$ cat src/rtl/disk_pkg.sv
// Shared definitions for the Disk II head tracker: FSM states, head range
// and the layout of the floppy request word.
package disk_pkg;

  typedef enum logic [1:0] {
    ST_IDLE      = 2'd0,
    ST_SETTLE    = 2'd1,
    ST_REQ       = 2'd2,
    ST_WAIT_LOAD = 2'd3
  } state_t;

  localparam int          c_max_halftrack = 69;
  localparam logic [6:0]  c_ht_max        = 7'(c_max_halftrack);

  localparam int c_rt_drive_bit = 7;
  localparam int c_rt_trk_msb   = 5;
  localparam int c_rt_trk_lsb   = 0;

  // Target is {drive, track[5:0]}; bit 6 of the request word stays zero.
  function automatic logic [7:0] pack_req(input logic [6:0] tgt);
    logic [7:0] r;
    r = '0;
    r[c_rt_drive_bit] = tgt[6];
    r[c_rt_trk_msb:c_rt_trk_lsb] = tgt[5:0];
    return r;
  endfunction

endpackage

$ cat src/rtl/disk_stepper.sv
// Head position model: a free-running step tick and a saturating half-track
// register driven by the four stepper magnet phases.
module disk_stepper
  import disk_pkg::*;
#(
  parameter int c_step_bits = 14
) (
  input  logic       clk,
  input  logic       resetn,
  input  logic [3:0] phase,
  output logic [6:0] ht
);

  logic [c_step_bits-1:0] step_cnt;
  logic                   step_tick;
  logic [1:0]             c_cur;
  logic [1:0]             c_up;
  logic [1:0]             c_dn;
  logic                   move_up;
  logic                   move_dn;

  // Down-counter wraps through zero, so one tick every 2^c_step_bits clocks.
  assign step_tick = (step_cnt == '0);

  assign c_cur   = ht[2:1];
  assign c_up    = c_cur + 2'd1;
  assign c_dn    = c_cur - 2'd1;
  assign move_up = phase[c_up] & ~phase[c_dn];
  assign move_dn = phase[c_dn] & ~phase[c_up];

  always_ff @(posedge clk or negedge resetn) begin
    if (!resetn) begin
      step_cnt <= '0;
      ht       <= '0;
    end else begin
      step_cnt <= step_cnt - 1'b1;
      if (step_tick) begin
        if (move_up && (ht != c_ht_max)) begin
          ht <= ht + 7'd1;
        end else if (move_dn && (ht != 7'd0)) begin
          ht <= ht - 7'd1;
        end
      end
    end
  end

endmodule

$ cat src/rtl/disk_track_req.sv
// Issues a one-clock floppy request once the head has settled on a track of a
// loaded drive, and reports whether BRAM holds the track under the head.
//   state        | meaning
//   ST_IDLE      | nothing pending; watch for a target differing from the record
//   ST_SETTLE    | target must stay stable until the settle timer MSB sets
//   ST_REQ       | single-cycle request, record captures the target
//   ST_WAIT_LOAD | waiting for load_done from the ESP32
module disk_track_req
  import disk_pkg::*;
#(
  parameter int c_step_bits   = 14,
  parameter int c_settle_bits = 20
) (
  input  logic       clk,
  input  logic       resetn,
  input  logic [3:0] phase,
  input  logic       drive_sel,
  input  logic       motor_on,
  input  logic [1:0] floppy_in_drive,
  input  logic       load_done,
  output logic [7:0] floppy_req_type,
  output logic       floppy_req,
  output logic [5:0] track,
  output logic       track_ready
);

  state_t                 state;
  logic [6:0]             ht;
  logic [6:0]             target;
  logic [6:0]             rec;
  logic                   rec_valid;
  logic [6:0]             settle_tgt;
  logic [c_settle_bits:0] settle_cnt;
  logic [1:0]             fid_q;
  logic                   drive_loaded;
  logic                   need;
  logic                   any_insert;
  logic                   rec_eject;

  disk_stepper #(
    .c_step_bits(c_step_bits)
  ) u_stepper (
    .clk   (clk),
    .resetn(resetn),
    .phase (phase),
    .ht    (ht)
  );

  assign target       = {drive_sel, ht[6:1]};
  assign track        = ht[6:1];
  assign drive_loaded = floppy_in_drive[drive_sel];
  assign need         = motor_on & drive_loaded & (~rec_valid | (target != rec));
  assign any_insert   = |(floppy_in_drive & ~fid_q);
  assign rec_eject    = fid_q[rec[6]] & ~floppy_in_drive[rec[6]];

  // Outside REQ the word shows the last request, which the record holds.
  assign floppy_req      = (state == ST_REQ);
  assign floppy_req_type = floppy_req ? pack_req(target) : pack_req(rec);

  always_ff @(posedge clk or negedge resetn) begin
    if (!resetn) begin
      state       <= ST_IDLE;
      rec         <= '0;
      rec_valid   <= 1'b0;
      settle_tgt  <= '0;
      settle_cnt  <= '0;
      fid_q       <= '0;
      track_ready <= 1'b0;
    end else begin
      fid_q <= floppy_in_drive;
      case (state)
        ST_IDLE: begin
          if (!rec_valid || (target != rec)) begin
            track_ready <= 1'b0;
          end
          if (need) begin
            state      <= ST_SETTLE;
            settle_cnt <= '0;
            settle_tgt <= target;
          end
        end
        ST_SETTLE: begin
          if (!motor_on || !drive_loaded) begin
            state <= ST_IDLE;
          end else if (target != settle_tgt) begin
            settle_cnt <= '0;
            settle_tgt <= target;
          end else if (settle_cnt[c_settle_bits]) begin
            state <= ST_REQ;
          end else begin
            settle_cnt <= settle_cnt + 1'b1;
          end
        end
        ST_REQ: begin
          rec         <= target;
          rec_valid   <= 1'b1;
          track_ready <= 1'b0;
          state       <= ST_WAIT_LOAD;
        end
        ST_WAIT_LOAD: begin
          if (rec_eject) begin
            rec_valid   <= 1'b0;
            track_ready <= 1'b0;
            state       <= ST_IDLE;
          end else if (load_done) begin
            track_ready <= rec_valid & (target == rec);
            state       <= ST_IDLE;
          end
        end
        default: state <= ST_IDLE;
      endcase
      // A freshly inserted image must be reloaded even for an unchanged target.
      if (any_insert) begin
        rec_valid <= 1'b0;
      end
    end
  end

endmodule

$ cat config.mk
export PLATFORM = sky130hd
export DESIGN_NAME = disk_track_req
export DESIGN_NICKNAME = d
export VERILOG_FILES = /design/src/rtl/disk_pkg.sv /design/src/rtl/disk_stepper.sv /design/src/rtl/disk_track_req.sv
export SDC_FILE = /design/constraint.sdc
export NUM_CORES = 1
export LEC_CHECK = 0
export BUFFER_PORTS_ARGS = -buffer_cell sky130_fd_sc_hd__buf_2
export CAP_MARGIN = 30
export CORE_MARGIN = 1.5
export CORE_UTILIZATION = 26
export DETAILED_ROUTE_END_ITERATION = 7
export PLACE_DENSITY = 0.48
export SLEW_MARGIN = 20
export SYNTH_ARGS = -nofsm -noshare
export SYNTH_HDL_FRONTEND = slang
export SYNTH_HIERARCHICAL = 1
export SYNTH_SLANG_ARGS = --single-unit
$ cat constraint.sdc
create_clock -name clk -period 2.9 [get_ports clk]
set_input_delay 0.58 -clock clk [delete_from_list [all_inputs] [get_ports clk]]
set_output_delay 0.58 -clock clk [all_outputs]
set_load 0.01 [all_outputs]
==> summary.txt, run 1 <==
CTS
  – Root buffer cell: clkbuf_16
  – Hold-fix buffers, CTS: 0
  – H-tree levels: 3
  – Post-CTS Setup Bufs: 0
  – Clock slew seen by the registers of the worst setup and hold paths: 50 ps
  – Num CTS Buffers: 9
  – CTS tree: done
  – CTS max path bufs: 2
  – Clock sink total: 62
  – Worst-Skew Late Latency: 330 ps

STA
  – Final setup vio count: 0
  – Final worst-path cycle share: 0.917
  – Hold Violations, Final: 0
  – RSZ-0062 raised after global routing: no
  – Fmax: 0.376 GHz
  – Post-Route Skew: 4.88 ps
  – Final WS setup: 240 ps
  – Post-route minimum period: 2660 ps
  – Slew margin rel.: 0.545
  – Slew Limit Fails: 0
  – Worst Max-Slew Pin Slew: 678 ps

Drt
  – Drt wl/cell: 14.8 µm
  – Final WL: 8230 µm
  – Starting DRT DRC Count: 219
  – DRT Pass-1 Iters: 4
  – DR vias: 2726
  – Routed vias/inst: 4.89
  – Drc violations: 0
  – Post-DRT Antenna Nets: 0

Final layout
  – Multi-input gate area: 1840 µm²
  – Reg area: 1550 µm²
  – Synthesis-to-layout area growth: 23.7%
  – Final Non-Filler Cells: 558
  – Design area: 4310 µm²
  – Nets@finish: 397
  – Fillers: 1376
  – N_diodes: 0
  – Final core utilization: 0.328
  – Share of layout cells above drive strength 1: 0.262

Worst setup path
  – Kind of critical path: register to register
  – CP max-delay cell: mux4_2
  – Crit path depth: 10
  – R2r endpoint: u_stepper/ht[6]$_DFFE_PN0P_
  – CP max stage delay: 520 ps
  – Worst EP required: 3150 ps
  – Arrival @ worst endpoint: 2910 ps
  – Reg-to-reg critical path startpoint: u_stepper/ht[1]$_DFFE_PN0P_
  – Critical Path, Cell by Cell: mux4_2 -> inv_1 -> nand3_2 -> buf_4 -> fa_1 -> a211oi_2 -> o21ai_0 -> o211ai_1 -> a2bb2oi_1 -> xnor2_1
  – CP startpoint: u_stepper/ht[1]$_DFFE_PN0P_
  – Crit path capture type: register
  – Max Fanout on Critical Path: 6
  – CP endpoint: u_stepper/ht[6]$_DFFE_PN0P_
  – Reg2reg setup slack: 240 ps
  – Crit start category: register
  – CP bufs+invs: 2
  – Worst R2R Path Depth: 10
  – Crit path max-delay family: compound AO/OA/AOI/OAI gates

Outcome
  – Status: finished clean

Pwr
  – Pwr dens: 597 nW/µm²
  – Leakage power: 0.00186 µW
  – Tot Pwr: 2580 µW
  – Worst VDD drop: 303 µV

Floorplanning
  – Core Rows: 42
  – Die Footprint: 14100 µm²
  – Die W: 119 µm
  – Core Region: 13100 µm²
  – Die Y-Extent: 119 µm
  – Initial Util: 0.265
  – # IOs: 27

Synth
  – Count leader, synth: dfrtp_1
  – Count of unique library cells instantiated by Yosys: 65
  – Top cell type's share of synthesized area: 0.445
  – Syn Nets: 348
  – Commonest cells post-synth: 62 x dfrtp_1, 20 x a21oi_1, 20 x xnor2_1
  – Synth Cell Area: 3480 µm²
  – Ys flop type: dfrtp_1
  – Number of synthesized flops with an enable pin: 0
  – Syn Inst Count: 328
  – Synth top area cells: dfrtp_1 45%, xnor2_1 5.0%, mux2_2 4.8%
  – Ys Warns: 6
  – Mapped Avg Cell Area: 10.6 µm²
  – Seq cells post-synth: 62
  – Ys async rst share: 1.00
  – Seq/Total Area, Yosys: 0.445
  – Post-synth top area cell: dfrtp_1

Global routing
  – Initial antenna violation count: 0
  – Grt total ovfl: 0
  – Number of global-route vias before repair: 2740
  – GRT Resource Usage Total: 0.123
  – First-pass GRT wire length: 13800 µm
  – Largest net degree at the start of global routing: 25

Hold path
  – Hold Crit Class: primary input to asynchronous set/reset pin

Placed design
  – Placer Congestion: 0.741
  – Cell Area, Placed: 3980 µm²
  – Post-placement setup slack: -103 ps
  – Inst Count DP: 542
  – Placed wire-length estimate: 5970 µm
  – I/O Buffers: 25

Flow run
  – MaxCap Viol Count: 0
worst reg2reg max path, cell delays in order, from the launching register on:
cell       delay (ps)
dfrtp_2           410
mux4_2            520
inv_1              80
nand3_2           140
buf_4             180
fa_1              420
a211oi_2          240
o21ai_0           140
o211ai_1          110
a2bb2oi_1         220
xnor2_1           130
final cells by class:
cell class                 instances  area share
inverter                          14      0.0122
timing repair buffer              48      0.0749
sequential                        62       0.360
clock buffer                      11      0.0563
multi-input combinational        242       0.426
tap                              176      0.0511
clock inverter                     5      0.0192
through the flow:
stage               TNS (ps)  hold slack [ps]
floorplan                  0              284
CTS                        0              208
detailed placement      -103              438
global route               0              232
global placement           0              432
finish                     0              199
cell families after synthesis:
logic type               count (synthesis)  synth area share
AO/OA/AOI/OAI                           74             0.147
buffers and inverters                   24            0.0302
adder cells (fa/ha/maj)                  9            0.0345
flip-flops                              62             0.445
other                                    1           0.00108
XOR/XNOR                                31            0.0779
multiplexers                            24            0.0898
AND/OR/NAND/NOR                        103             0.174
worst min path at each step:
stage / to / slack [ps]
after global routing: asynchronous set/reset pin / 230
after floorplan: asynchronous set/reset pin / 280
after detailed placement: u_stepper/step_cnt[0]$_DFF_PN0_ / 440
after global placement: u_stepper/step_cnt[0]$_DFF_PN0_ / 430
after CTS: asynchronous set/reset pin / 210
final: asynchronous set/reset pin / 200
state kept, by name, indices dropped and copies added (netlist names), named ones only:
register            flops
settle_cnt             21
u_stepper/step_cnt     14
rec                     7
settle_tgt              7
u_stepper/ht            7
fid_q                   2
rec_valid               1
state                   1
track_ready             1
where the power goes:
group / leakage (µW) / switching, µW / internal [µW] / total [µW]
clock network: 0.000160 / 393 / 777 / 1170
logic: 0.000916 / 248 / 204 / 453
registers: 0.000782 / 42.9 / 910 / 952
layer usage:
| layer | wire, µm | vias to the layer above | share of wire | GRT usage |
|---|---|---|---|---|
| met2 | 3840 | 52 | 0.47 | 0.196 |
| li1 | - | 1314 | - | - |
| met4 | 135 | 0 | 0.016 | 0.0407 |
| met3 | 305 | 16 | 0.037 | 0.0338 |
| met1 | 3950 | 1344 | 0.48 | 0.162 |
| met5 | 0 | - | 0 | 0 |
what timing repair did:
| item | in CTS | in global routing |
|---|---|---|
| endpoints found under the hold margin | 0 | 0 |
| resized for setup | 0 | 2 |
| setup endpoints to repair | 0 | 1 |
cells in the final DEF, fill, tap and decap left out, drive strengths merged, types with 2 or more instances in the layout:
cell type | synthesis | routed
a21boi | 8 | 8
a21o | 2 | 2
a21oi | 20 | 20
a22o | 2 | 2
a31oi | 9 | 9
a41oi | 5 | 5
and2 | 2 | 2
and3 | 7 | 7
and4 | 4 | 4
buf | 8 | 48
bufinv | 0 | 2
clkbuf | 2 | 11
clkinv | 0 | 3
dfrtp | 62 | 62
ha | 8 | 8
inv | 14 | 14
mux2 | 20 | 20
mux2i | 2 | 2
mux4 | 2 | 2
nand2 | 15 | 15
nand2b | 5 | 5
nand3 | 11 | 11
nand4 | 11 | 11
nor2 | 21 | 21
nor3 | 9 | 9
nor3b | 2 | 2
nor4 | 5 | 5
o211ai | 3 | 3
o21ai | 10 | 10
o31a | 2 | 2
o31ai | 3 | 3
or3 | 3 | 3
or3b | 2 | 2
xnor2 | 20 | 20
xor2 | 11 | 11
(Power assumes the default switching activity.)
==> inputs of run 2 (changes only) <==
Settings changed: CORE_UTILIZATION 26 to 25, PLACE_DENSITY 0.48 to 0.47.
==> summary.txt, run 2 (synthesis results as in run 1) <==
Outcome
  – Status: finished clean

Final layout
  – Most flops, register: settle_cnt
  – N_diodes: 0 (unchanged)
  – Final Non-Filler Cells: 558 (unchanged)
  – Final core utilization: 0.320 (-0.00765)
  – Largest register FFs: 21 (unchanged)
  – Synthesis-to-layout area growth: 23.3%
  – Share of layout cells above drive strength 1: 0.251 (-0.0105)
  – Biggest regs: settle_cnt (21), u_stepper/step_cnt (14)
  – Commonest non-fill, non-tap cell in the layout: dfrtp_1
  – Nets@finish: 397 (unchanged)
  – Commonest cells after routing, fill and taps aside: 61 x dfrtp_1, 25 x buf_2, 22 x buf_4

CTS
  – H-tree levels: 3 (unchanged)
  – Clock sink total: 62 (unchanged)
  – Worst-Skew Late Latency: 320 ps (about the same)
  – # resized after CTS: 0 (unchanged)
  – CTS max path bufs: 2 (unchanged)
  – Clock slew seen by the registers of the worst setup and hold paths: 50 ps (about the same)
  – Root buffer cell: clkbuf_16
  – Num CTS Buffers: 9 (unchanged)
  – Hold-fix buffers, CTS: 0 (unchanged)
  – Post-CTS Setup Bufs: 0 (unchanged)
  – CTS tree: done

Global routing
  – Grt total ovfl: 0 (unchanged)
  – Largest net degree at the start of global routing: 30 (+20%)
  – Initial antenna violation count: 0 (unchanged)
  – Number of global-route vias before repair: 2663 (-2.8%)
  – GRT Resource Usage Total: 0.111 (-0.0126)
  – First-pass GRT wire length: 13000 µm (-5.7%)

Drt
  – Post-DRT Antenna Nets: 0 (unchanged)
  – Starting DRT DRC Count: 86 (-61%)
  – DR vias: 2682 (-1.6%)
  – Final WL: 7690 µm (-6.6%)
  – Routed vias/inst: 4.81 (-1.6%)
  – Drc violations: 0 (unchanged)
  – DRT Pass-1 Iters: 4 (unchanged)
  – Drt wl/cell: 13.8 µm (-6.6%)

Pwr
  – Worst VDD drop: 354 µV (+17%)
  – Sw Ratio: 0.251 (-0.0150)
  – Clock power frac: 0.465 (+0.011)
  – Leakage power: 0.00185 µW (-0.41%)
  – P_int: 1950 µW (+3.1%)
  – Psw: 652 µW (-4.7%)
  – Pwr dens: 606 nW/µm² (+1.4%)
  – Combinational Power Share: 0.169 (-0.007)
  – Seq pwr share: 0.366 (-0.004)

STA
  – Hold Violations, Final: 0 (unchanged)
  – RSZ-0062 raised after global routing: no
  – Worst Max-Slew Pin Slew: 707 ps (+28.5 ps)
  – Slew margin rel.: 0.529 (-0.0163)
  – Post-Route Skew: 4.31 ps (-0.574 ps)
  – Final setup vio count: 0 (unchanged)
  – Fmax: 0.374 GHz (-0.43%)
  – Hold WS: 305 ps (+106 ps)
  – Slew Limit Fails: 0 (unchanged)
  – Post-route minimum period: 2670 ps (+11.5 ps)
  – TNS Setup: 0 ps (unchanged)
  – Final worst-path cycle share: 0.921 (+0.00396)

Worst setup path
  – Crit path capture type: register
  – Arrival @ worst endpoint: 2940 ps (+30 ps)
  – Worst EP required: 3170 ps (+20 ps)
  – Crit start category: register
  – Kind of critical path: register to register
  – Max Fanout on Critical Path: 6 (unchanged)

Floorplanning
  – # IOs: 27 (unchanged)
  – Die Y-Extent: 121 µm (+1.9%)
  – Die W: 121 µm (+1.9%)
  – Initial Util: 0.260 (-0.00520)
  – Die Footprint: 14700 µm² (+3.9%)
  – Core Rows: 42 (unchanged)
  – Core Region: 13400 µm² (+2.0%)

Flow run
  – MaxCap Viol Count: 0 (unchanged)

Placed design
  – I/O Buffers: 25 (unchanged)
  – Inst Count DP: 542 (unchanged)
  – Placed wire-length estimate: 5560 µm (-6.8%)
  – Placer Congestion: 0.758 (+2.3%)

Hold path
  – Hold Crit Class: primary input to asynchronous set/reset pin
## run 2: changes by cell type in the layout (fill, tap and decap cells not counted), sizes merged
cell,delta
bufinv,+1
clkbuf,+1
clkinv,-2
## run 2: final timing paths
kind	from	end	slack, ps	depth (start not counted)
max in group asynchronous	resetn	settle_cnt[2]$_DFFE_PN0P_	1950	2
worst max register to register	u_stepper/ht[1]$_DFFE_PN0P_	u_stepper/ht[5]$_DFFE_PN0P_	230	9
min in group clk	floppy_in_drive[1]	fid_q[1]$_DFF_PN0_	410	1
worst min register to register	u_stepper/step_cnt[0]$_DFF_PN0_	u_stepper/step_cnt[0]$_DFF_PN0_	450	1
worst min-delay path	resetn	asynchronous set/reset pin	310	1
worst max-delay path	u_stepper/ht[1]$_DFFE_PN0P_	u_stepper/ht[5]$_DFFE_PN0P_	230	9
## run 2: power by group through the flow
stage | logic, µW | registers [µW] | clock network [µW]
floorplan | 280 | 967 | 0
global placement | 434 | 965 | 0
detailed placement | 442 | 967 | 0
CTS | 444 | 952 | 1240
global route | 482 | 960 | 1290
finish | 440 | 952 | 1210
## run 2: cell type report
class	instances	area, µm²
inverters	14	52.6
flip-flops and latches	62	1550
clock inverters	4	95.1
multi-input cells	242	1830
clock buffers	12	236
repair buffers	48	310
well taps	176	220
fillers	1394	9110
## run 2: critical path, cell delays in order, from the launching register on
cell       delay [ps]
dfrtp_2           430
mux4_2            530
inv_1              70
nand3_1           120
buf_4             190
ha_1              300
inv_1              60
or4b_2            630
o2111ai_1         110
mux2_4            170
## run 2: stage by stage
step / instance area (µm²) / setup slack, ps / power, µW
finish: 4290 / 229 / 2600
global route: 4290 / 75.9 / 2730
CTS: 4290 / 215 / 2640
detailed placement: 3960 / 28.5 / 1410
global placement: 3960 / 73.0 / 1400
floorplan: 3480 / 64.8 / 1250
## run 2: layer usage
metal / GRT usage / wire length [µm] / share of wire
met5: 0 / 0 / 0
met4: 0.0265 / 55 / 0.0071
met3: 0.0315 / 197 / 0.026
met2: 0.181 / 3600 / 0.47
met1: 0.145 / 3840 / 0.50
==> inputs of run 3 (changes only) <==
Settings changed: GPL_TIMING_DRIVEN set to 0, PLACE_DENSITY 0.47 to unset, PLACE_DENSITY_LB_ADDON set to 0.12.
==> summary.txt, run 3 (synthesis results as in run 1) <==
Outcome
  – Status: finished clean

Worst setup path
  – Worst EP required: 3160 ps (about the same)
  – Kind of critical path: register to register
  – Max Fanout on Critical Path: 8 (+2)
  – Crit path capture type: register
  – Crit start category: register
  – Arrival @ worst endpoint: 3070 ps (+130 ps)

Pwr
  – Sw Ratio: 0.275 (+0.0239)
  – Leakage power: 0.00177 µW (-4.4%)
  – Seq pwr share: 0.416 (+0.050)
  – P_int: 1680 µW (-14%)
  – Worst VDD drop: 236 µV (-33%)
  – Combinational Power Share: 0.169 (about the same)
  – Pwr dens: 559 nW/µm² (-7.8%)
  – Clock power frac: 0.416 (-0.049)
  – Psw: 637 µW (-2.4%)

Drt
  – Starting DRT DRC Count: 114 (+33%)
  – Drt wl/cell: 14.3 µm (+3.6%)
  – DR vias: 2649 (-1.2%)
  – Final WL: 7830 µm (+1.8%)
  – DRT Pass-1 Iters: 5 (+1)
  – Post-DRT Antenna Nets: 0 (unchanged)
  – Drc violations: 0 (unchanged)
  – Routed vias/inst: 4.83 (+0.57%)

STA
  – TNS Setup: 0 ps (unchanged)
  – Final worst-path cycle share: 0.967 (+0.0461)
  – Worst Max-Slew Pin Slew: 617 ps (-90.0 ps)
  – Hold Violations, Final: 0 (unchanged)
  – RSZ-0062 raised after global routing: yes
  – Slew margin rel.: 0.587 (+0.0576)
  – Slew Limit Fails: 0 (unchanged)
  – Post-route minimum period: 2800 ps (+134 ps)
  – Post-Route Skew: 7.19 ps (+2.88 ps)
  – Fmax: 0.357 GHz (-4.8%)
  – Final WS setup: 95.2 ps (-134 ps)
  – Final setup vio count: 0 (unchanged)

Final layout
  – Largest register FFs: 21 (unchanged)
  – Commonest cells after routing, fill and taps aside: 60 x dfrtp_1, 30 x buf_2, 20 x xnor2_1, 20 x a21oi_1, 19 x nor2_1
  – Share of layout cells above drive strength 1: 0.228 (-0.0228)
  – Nets@finish: 387 (-2.5%)
  – N_diodes: 0 (unchanged)
  – Biggest regs: settle_cnt (21), u_stepper/step_cnt (14)
  – Most flops, register: settle_cnt
  – Commonest non-fill, non-tap cell in the layout: dfrtp_1
  – Fillers: 1433 (+2.8%)
  – Synthesis-to-layout area growth: 19.1%

Global routing
  – Number of global-route vias before repair: 2672 (+0.34%)
  – Grt total ovfl: 0 (unchanged)
  – Initial antenna violation count: 0 (unchanged)
  – GRT Resource Usage Total: 0.119 (+0.00775)
  – First-pass GRT wire length: 13400 µm (+3.5%)
  – Largest net degree at the start of global routing: 43 (+43%)

Floorplanning
  – Die Y-Extent: 121 µm (unchanged)
  – Core Rows: 42 (unchanged)
  – Die Footprint: 14700 µm² (unchanged)
  – Initial Util: 0.260 (unchanged)
  – Die W: 121 µm (unchanged)
  – # IOs: 27 (unchanged)
  – Core Region: 13400 µm² (unchanged)

Hold path
  – Hold Crit Class: primary input to asynchronous set/reset pin

CTS
  – Num CTS Buffers: 9 (unchanged)
  – H-tree levels: 3 (unchanged)
  – CTS tree: done
  – Clock slew seen by the registers of the worst setup and hold paths: 50 ps (about the same)
  – Hold-fix buffers, CTS: 0 (unchanged)
  – Worst-Skew Late Latency: 330 ps (about the same)
  – CTS max path bufs: 2 (unchanged)
  – Clock sink total: 62 (unchanged)
  – Root buffer cell: clkbuf_16

Placed design
  – Placer Congestion: 0.717 (-5.4%)
  – Post-placement setup slack: -311 ps (-339 ps)
  – Placed wire-length estimate: 5490 µm (-1.2%)
  – I/O Buffers: 25 (unchanged)

Flow run
  – MaxCap Viol Count: 0 (unchanged)
-- run 3: changes by cell type in the layout (fill, tap and decap cells not counted) --
cell / before / now
nand3_2: 0 / 1
dfrtp_1: 61 / 60
buf_12: 1 / 0
nand3_1: 10 / 9
buf_16: 0 / 1
clkbuf_1: 3 / 7
buf_4: 22 / 5
buf_2: 25 / 30
dfrtp_2: 1 / 2
nor4_2: 0 / 1
nor4_1: 5 / 4
clkbuf_8: 0 / 1
bufinv_16: 3 / 0
-- run 3: cell type report --
class | count | area, µm² | share of cell area
clock buffer | 15 | 258 | 0.0621
timing repair buffer | 28 | 170 | 0.0410
tap | 176 | 220 | 0.0531
sequential | 62 | 1550 | 0.374
clock inverter | 1 | 5.00 | 0.00121
buffer | 10 | 52.6 | 0.0127
multi-input combinational | 242 | 1840 | 0.443
inverter | 14 | 52.6 | 0.0127
-- run 3: timing repair --
item | CTS | global route
endpoints found under the setup margin | 4 | 2
buffers inserted | 2 | 0
pin swaps | 0 | 0
gates resized for setup | 3 | 0
-- run 3: final timing paths --
path | from | to | slack [ps] | cells past startpoint
worst max register to register | u_stepper/ht[1]$_DFFE_PN0P_ | u_stepper/ht[5]$_DFFE_PN0P_ | 100 | 9
worst max-delay path | u_stepper/ht[1]$_DFFE_PN0P_ | u_stepper/ht[5]$_DFFE_PN0P_ | 100 | 9
worst min-delay path | resetn | u_stepper/step_cnt[8]$_DFF_PN0_ | 140 | 1
worst min register to register | u_stepper/step_cnt[0]$_DFF_PN0_ | u_stepper/step_cnt[0]$_DFF_PN0_ | 460 | 1
max in group asynchronous | resetn | u_stepper/ht[1]$_DFFE_PN0P_ | 2230 | 2
min in group clk | floppy_in_drive[1] | fid_q[1]$_DFF_PN0_ | 400 | 1
-- run 3: metrics by stage --
step	total power, µW	cells	hold slack, ps	util	cell area [µm²]
floorplan	1250	328	284	-	3480
global placement	1360	529	432	0.286	3830
detailed placement	1370	530	434	0.288	3860
CTS	2360	548	143	0.310	4150
global route	2440	548	158	0.310	4150
finish	2320	548	141	0.310	4150
-- run 3: metal layers --
metal  track usage  share of wire  vias up  routed length, µm
li1              -              -     1292                  -
met1         0.162           0.50     1300               3940
met2         0.176           0.45       49               3490
met3        0.0315          0.032        8                251
met4        0.0515          0.020        0                153
met5             0              0        -                  0
-- run 3: power groups by stage --
stage	Combinational, µW	Sequential [µW]	Clock, µW
6_report	391	964	964
3_5_place_dp	389	981	0
5_1_grt	437	973	1030
4_1_cts	399	964	997
2_1_floorplan	280	967	0
3_3_place_gp	380	980	0
-- run 3: worst max-delay path, cell delays in order, from the launching register on --
cell       delay [ps]
dfrtp_2           420
mux4_2            570
inv_1              90
nand3_2           190
ha_1              340
a21o_1            110
a21oi_1           100
or4b_2            630
o2111ai_1         120
mux2_4            170
